File: src/rtl/capture_ctrl.sv
// Capture sequencer: arm -> pre-trigger history -> Nth trigger hit -> post samples -> window report.
// Latency: probe sample written one cycle after it is seen; no backpressure, one RAM write per busy cycle.
module capture_ctrl #(
    parameter int PROBE_W = 32,
    parameter int DEPTH   = 256,
    parameter int AW      = $clog2(DEPTH),
    parameter int CNT_W   = 16
) (
    input  logic               clk,
    input  logic               rst,
    input  logic               arm,
    input  logic               abort,
    input  logic [AW-1:0]      cfg_pre_len,
    input  logic [AW-1:0]      cfg_post_len,
    input  logic [CNT_W-1:0]   cfg_trig_count,
    input  logic [PROBE_W-1:0] probe_data,
    input  logic               trigger_hit,
    output logic               wr_en,
    output logic [AW-1:0]      wr_addr,
    output logic [PROBE_W-1:0] wr_data,
    output logic               busy,
    output logic               armed,
    output logic               done,
    output logic [AW-1:0]      trig_addr,
    output logic [AW-1:0]      start_addr,
    output logic [CNT_W-1:0]   hit_cnt
);

    typedef enum logic [2:0] {
        S_IDLE,
        S_PRE,
        S_ARMED,
        S_POST,
        S_DONE
    } state_t;

    // Largest window that can never be overwritten by the circular history.
    localparam logic [AW-1:0] MAX_WIN = AW'(DEPTH - 2);

    state_t           state;
    logic [AW-1:0]    pre_len;
    logic [AW-1:0]    post_len;
    logic [CNT_W-1:0] trig_n;
    logic [AW-1:0]    nxt_addr;
    logic [AW-1:0]    end_addr;

    logic [AW-1:0]    pre_eff;
    logic [AW-1:0]    post_room;
    logic [AW-1:0]    post_eff;
    logic [CNT_W-1:0] n_eff;
    logic [CNT_W-1:0] hit_inc;

    always_comb begin
        pre_eff   = (cfg_pre_len > MAX_WIN) ? MAX_WIN : cfg_pre_len;
        post_room = MAX_WIN - pre_eff;
        post_eff  = (cfg_post_len > post_room) ? post_room : cfg_post_len;
        n_eff     = (cfg_trig_count == '0) ? CNT_W'(1) : cfg_trig_count;
        hit_inc   = (&hit_cnt) ? hit_cnt : hit_cnt + 1'b1;
    end

    always_ff @(posedge clk) begin
        if (rst) begin
            state      <= S_IDLE;
            wr_en      <= 1'b0;
            wr_addr    <= '0;
            wr_data    <= '0;
            busy       <= 1'b0;
            armed      <= 1'b0;
            done       <= 1'b0;
            trig_addr  <= '0;
            start_addr <= '0;
            hit_cnt    <= '0;
            pre_len    <= '0;
            post_len   <= '0;
            trig_n     <= '0;
            nxt_addr   <= '0;
            end_addr   <= '0;
        end else if (abort) begin
            state <= S_IDLE;
            wr_en <= 1'b0;
            busy  <= 1'b0;
            armed <= 1'b0;
            done  <= 1'b0;
        end else begin
            // busy mirrors PRE/ARMED/POST, so every such cycle streams one sample.
            wr_en <= 1'b0;
            if (busy) begin
                wr_en    <= 1'b1;
                wr_addr  <= nxt_addr;
                wr_data  <= probe_data;
                nxt_addr <= nxt_addr + 1'b1;
            end
            case (state)
                S_IDLE, S_DONE: begin
                    if (arm) begin
                        pre_len  <= pre_eff;
                        post_len <= post_eff;
                        trig_n   <= n_eff;
                        hit_cnt  <= '0;
                        done     <= 1'b0;
                        busy     <= 1'b1;
                        wr_en    <= 1'b1;
                        wr_addr  <= '0;
                        wr_data  <= probe_data;
                        nxt_addr <= AW'(1);
                        if (pre_eff == '0) begin
                            state <= S_ARMED;
                            armed <= 1'b1;
                        end else begin
                            state <= S_PRE;
                        end
                    end
                end
                S_PRE: begin
                    if (nxt_addr == pre_len) begin
                        state <= S_ARMED;
                        armed <= 1'b1;
                    end
                end
                S_ARMED: begin
                    if (trigger_hit) begin
                        hit_cnt <= hit_inc;
                        if (hit_inc == trig_n) begin
                            // The hit lags its sample by one cycle: the sample on the
                            // write port right now is the trigger sample (post sample 1).
                            trig_addr  <= wr_addr;
                            start_addr <= wr_addr - pre_len;
                            end_addr   <= wr_addr + post_len - 1'b1;
                            armed      <= 1'b0;
                            if (post_len <= AW'(1)) begin
                                state <= S_DONE;
                                busy  <= 1'b0;
                                done  <= 1'b1;
                                wr_en <= 1'b0;
                            end else begin
                                state <= S_POST;
                            end
                        end
                    end
                end
                S_POST: begin
                    if (wr_addr == end_addr) begin
                        state <= S_DONE;
                        busy  <= 1'b0;
                        done  <= 1'b1;
                        wr_en <= 1'b0;
                    end
                end
                default: state <= S_IDLE;
            endcase
        end
    end

endmodule

File: config.mk
export PLATFORM = sky130hd
export DESIGN_NAME = capture_ctrl
export DESIGN_NICKNAME = d
export VERILOG_FILES = /design/src/rtl/capture_ctrl.sv
export SDC_FILE = /design/constraint.sdc
export NUM_CORES = 1
export LEC_CHECK = 0
export ABC_AREA = 0
export BUFFER_PORTS_ARGS = -buffer_cell sky130_fd_sc_hd__buf_2
export CAP_MARGIN = 25
export CORE_MARGIN = 2
export CORE_UTILIZATION = 50
export CTS_CLUSTER_SIZE = 40
export DETAILED_ROUTE_END_ITERATION = 6
export PLACE_DENSITY = 0.77
export SLEW_MARGIN = 20
export SYNTH_ARGS = -nofsm -noshare
export SYNTH_HDL_FRONTEND = slang
export SYNTH_SLANG_ARGS = --single-unit
File: constraint.sdc
create_clock -name clk -period 4 [get_ports clk]
set_clock_uncertainty 0.15 [all_clocks]
set_input_delay 1 -clock clk [delete_from_list [all_inputs] [get_ports clk]]
set_output_delay 1 -clock clk [all_outputs]
set_load 0.005 [all_outputs]
==> impl_metrics.py <==
metrics = {
    "drt": {
        "wl_per_cell_um": 15.7,
        "drt_iter0_drc": 630,
        "wl_mm": 19.0,
        "first_pass_iters": 5,
        "ant_nets": 0,
        "drc": 0,
        "vias_per_cell": 5.64,
        "vias": 6823,
    },
    "floorplanning": {
        "start_util": 0.511,
        "dieHeight_um": 123,
        "die_w_um": 123,
        "core_um2": 13800,
        "die-area_um2": 15100,
        "pin_count": 145,
        "num_rows": 43,
    },
    "clock_tree": {
        "clock_sinks": 127,
        "cts_root_buffer": "clkbuf_16",
        "numCtsBuffers": 17,
        "cts_setup_buffers": 0,
        "insertion_delay_ps": 420,
        "cts_hold_buf": 0,
        "ctsResizeCount": 0,
        "cts_tree": "done",
        "clk_path_buf_depth": 2,
        "cts.clk_slew.worst_paths_ps": 50,
        "h-tree-depth": 4,
    },
    "place": {
        "hpwl_mm": 13.7,
        "io_buffer_count": 144,
        "gp_congestion": 0.950,
        "dpl.cell_count": 1178,
        "placedInstanceArea_um2": 7940,
    },
    "setup_path": {
        "crit_required_ps": 4160,
        "end_kind": "register",
        "crit_family": "simple AND/OR/NAND/NOR gates",
        "cp-start-kind": "register",
        "crit_type": "reg -> reg",
        "path_buf_inv": 0,
        "cpMaxStageDelayCell": "dfxtp_1",
        "crit_fanout": 18,
        "reg2regPathDepth": 8,
        "worst-path-stages": 8,
        "cp_slowest_stage_delay_ps": 700,
        "crit_top_cell": "or4_4",
        "crit_chain": "nand4_4 -> or4_4 -> a31oi_1 -> o21ai_1 -> or4_4 -> or3_1 -> o31a_1 -> o21a_1",
        "crit_arrival_ps": 3800,
    },
    "timing": {
        "min_period_over_period": 0.909,
        "slew_violations": 0,
        "setup-violations-final": 0,
        "setup-tns-final_ps": 0,
        "worst_pin_slew_ps": 783,
        "hold_viol_final": 0,
        "period_needed_ps": 3640,
        "slew_headroom": 0.478,
        "grt_setup_unrepaired": "no",
        "clock.fmax_mhz": 275,
    },
    "final_layout": {
        "multi_input_area_um2": 4120,
        "fillers": 1234,
        "utilization": 0.616,
        "fin_nets": 1118,
        "seqCellArea_um2": 2540,
        "drive_gt1_frac": 0.208,
        "reg.largest.list": "wr_data: 32 flops, hit_cnt: 16 flops, trig_n: 16 flops",
        "top_register": "wr_data",
        "largest_reg_flops": 32,
        "fin_area_um2": 8510,
        "diodes": 0,
        "area_delta_synth_final_pct": 20.4,
        "instances_no_fill": 1209,
        "final_cell_mix": "150 x nand2_1, 143 x buf_2, 127 x dfxtp_1, 84 x a21oi_1, 75 x nor2_1",
        "layout_commonest_cell": "nand2_1",
    },
    "yosys": {
        "synth_seq_cells": 127,
        "syn_area_um2": 7070,
        "synth_edf_count": 0,
        "syn_area_per_cell_um2": 7.92,
        "syn-num-nets": 993,
        "seq_area_frac_synth": 0.360,
        "async_flop_share": 0,
        "ys.warnings.count": 0,
        "ys_types": 68,
        "syn_inst": 892,
        "yosys_most_used_dff": "dfxtp_1",
    },
    "global_route": {
        "grt_max_degree": 75,
        "grt_pass1_wl_mm": 30.7,
        "grt_use_total": 0.258,
        "antenna_found_initial": 0,
        "gr-total-overflow": 0,
        "grt_pass1_vias": 6225,
    },
    "pwr": {
        "leakage_nw": 3.64,
        "powerDensity_nw_per_um2": 390,
        "vdd_drop_max_mv": 0.270,
        "finalPower_mw": 3.32,
    },
    "min_path": {
        "min_path_cells": 2,
        "min_path_type": "reg -> reg",
    },
    "outcome": {
        "status": "finished clean",
    },
    "flow_run": {
        "cap_violations": 0,
    },
}
==> worst register-to-register path, cell delays in order, from the launching register on <==
cell	delay (ps)
dfxtp_1	700
nand4_4	260
or4_4	680
a31oi_1	200
o21ai_1	90
or4_4	570
or3_1	420
o31a_1	300
o21a_1	160
==> per-stage QoR <==
stage	worst slack [ps]	hold WS [ps]
5_1_grt	209	315
2_1_floorplan	125	286
3_5_place_dp	134	293
3_3_place_gp	172	284
6_report	363	296
4_1_cts	398	301
==> power by group <==
part           leakage, nW  internal [mW]  total [mW]  switching (mW)
Combinational         2.33          0.196       0.454           0.258
Clock                0.279          0.944        1.51           0.564
Sequential            1.03           1.31        1.35          0.0424
==> cells by family (layout without fill, tap and decap cells) <==
family / Yosys count / in the layout / synth area share
AO/OA/AOI/OAI: 194 / 194 / 0.175
XOR/XNOR: 49 / 49 / 0.0607
adder cells (fa/ha/maj): 32 / 32 / 0.0588
buffers and inverters: 101 / 238 / 0.0606
flip-flops: 127 / 127 / 0.360
multiplexers: 26 / 26 / 0.0370
AND/OR/NAND/NOR: 363 / 363 / 0.248
==> synthesized netlist by cell type, types with 12 or more instances <==
| library cell | count | area share |
|---|---|---|
| buf_2 | 12 | 0.0085 |
| inv_1 | 42 | 0.022 |
| nand3_1 | 16 | 0.011 |
| a21oi_1 | 84 | 0.059 |
| nor2b_1 | 12 | 0.011 |
| nor3_1 | 22 | 0.016 |
| dfxtp_1 | 127 | 0.36 |
| mux2i_1 | 25 | 0.035 |
| clkbuf_1 | 41 | 0.022 |
| o21ai_0 | 29 | 0.021 |
| xor2_1 | 23 | 0.029 |
| ha_1 | 30 | 0.053 |
| nor2_1 | 76 | 0.040 |
| xnor2_1 | 26 | 0.032 |
| nor4_1 | 15 | 0.013 |
| nand2_1 | 150 | 0.080 |
==> layer usage <==
layer,part of all wire,vias to the layer above,track usage
met4,0.017,0,0.0769
met3,0.090,32,0.0827
met5,0,-,0
met2,0.43,290,0.388
met1,0.46,3143,0.353
li1,-,3358,-
==> final timing paths <==
path	from	endpoint	slack (ps)
worst max-delay path	hit_cnt[4]$_SDFFE_PP0P_	armed$_SDFFE_PP0P_	360
worst min-delay path	wr_data[31]$_SDFFE_PP0N_	wr_data[31]$_SDFFE_PP0N_	300
worst max register to register	hit_cnt[4]$_SDFFE_PP0P_	armed$_SDFFE_PP0P_	360
worst min register to register	wr_data[31]$_SDFFE_PP0N_	wr_data[31]$_SDFFE_PP0N_	300
==> cell type report <==
cell class / count / share of cell area
inverter: 42 / 0.0185
multi-input combinational: 664 / 0.484
clock buffer: 21 / 0.0541
clock inverter: 10 / 0.0132
timing repair buffer: 165 / 0.105
tap: 180 / 0.0265
sequential: 127 / 0.299
(Power assumes the default switching activity.)
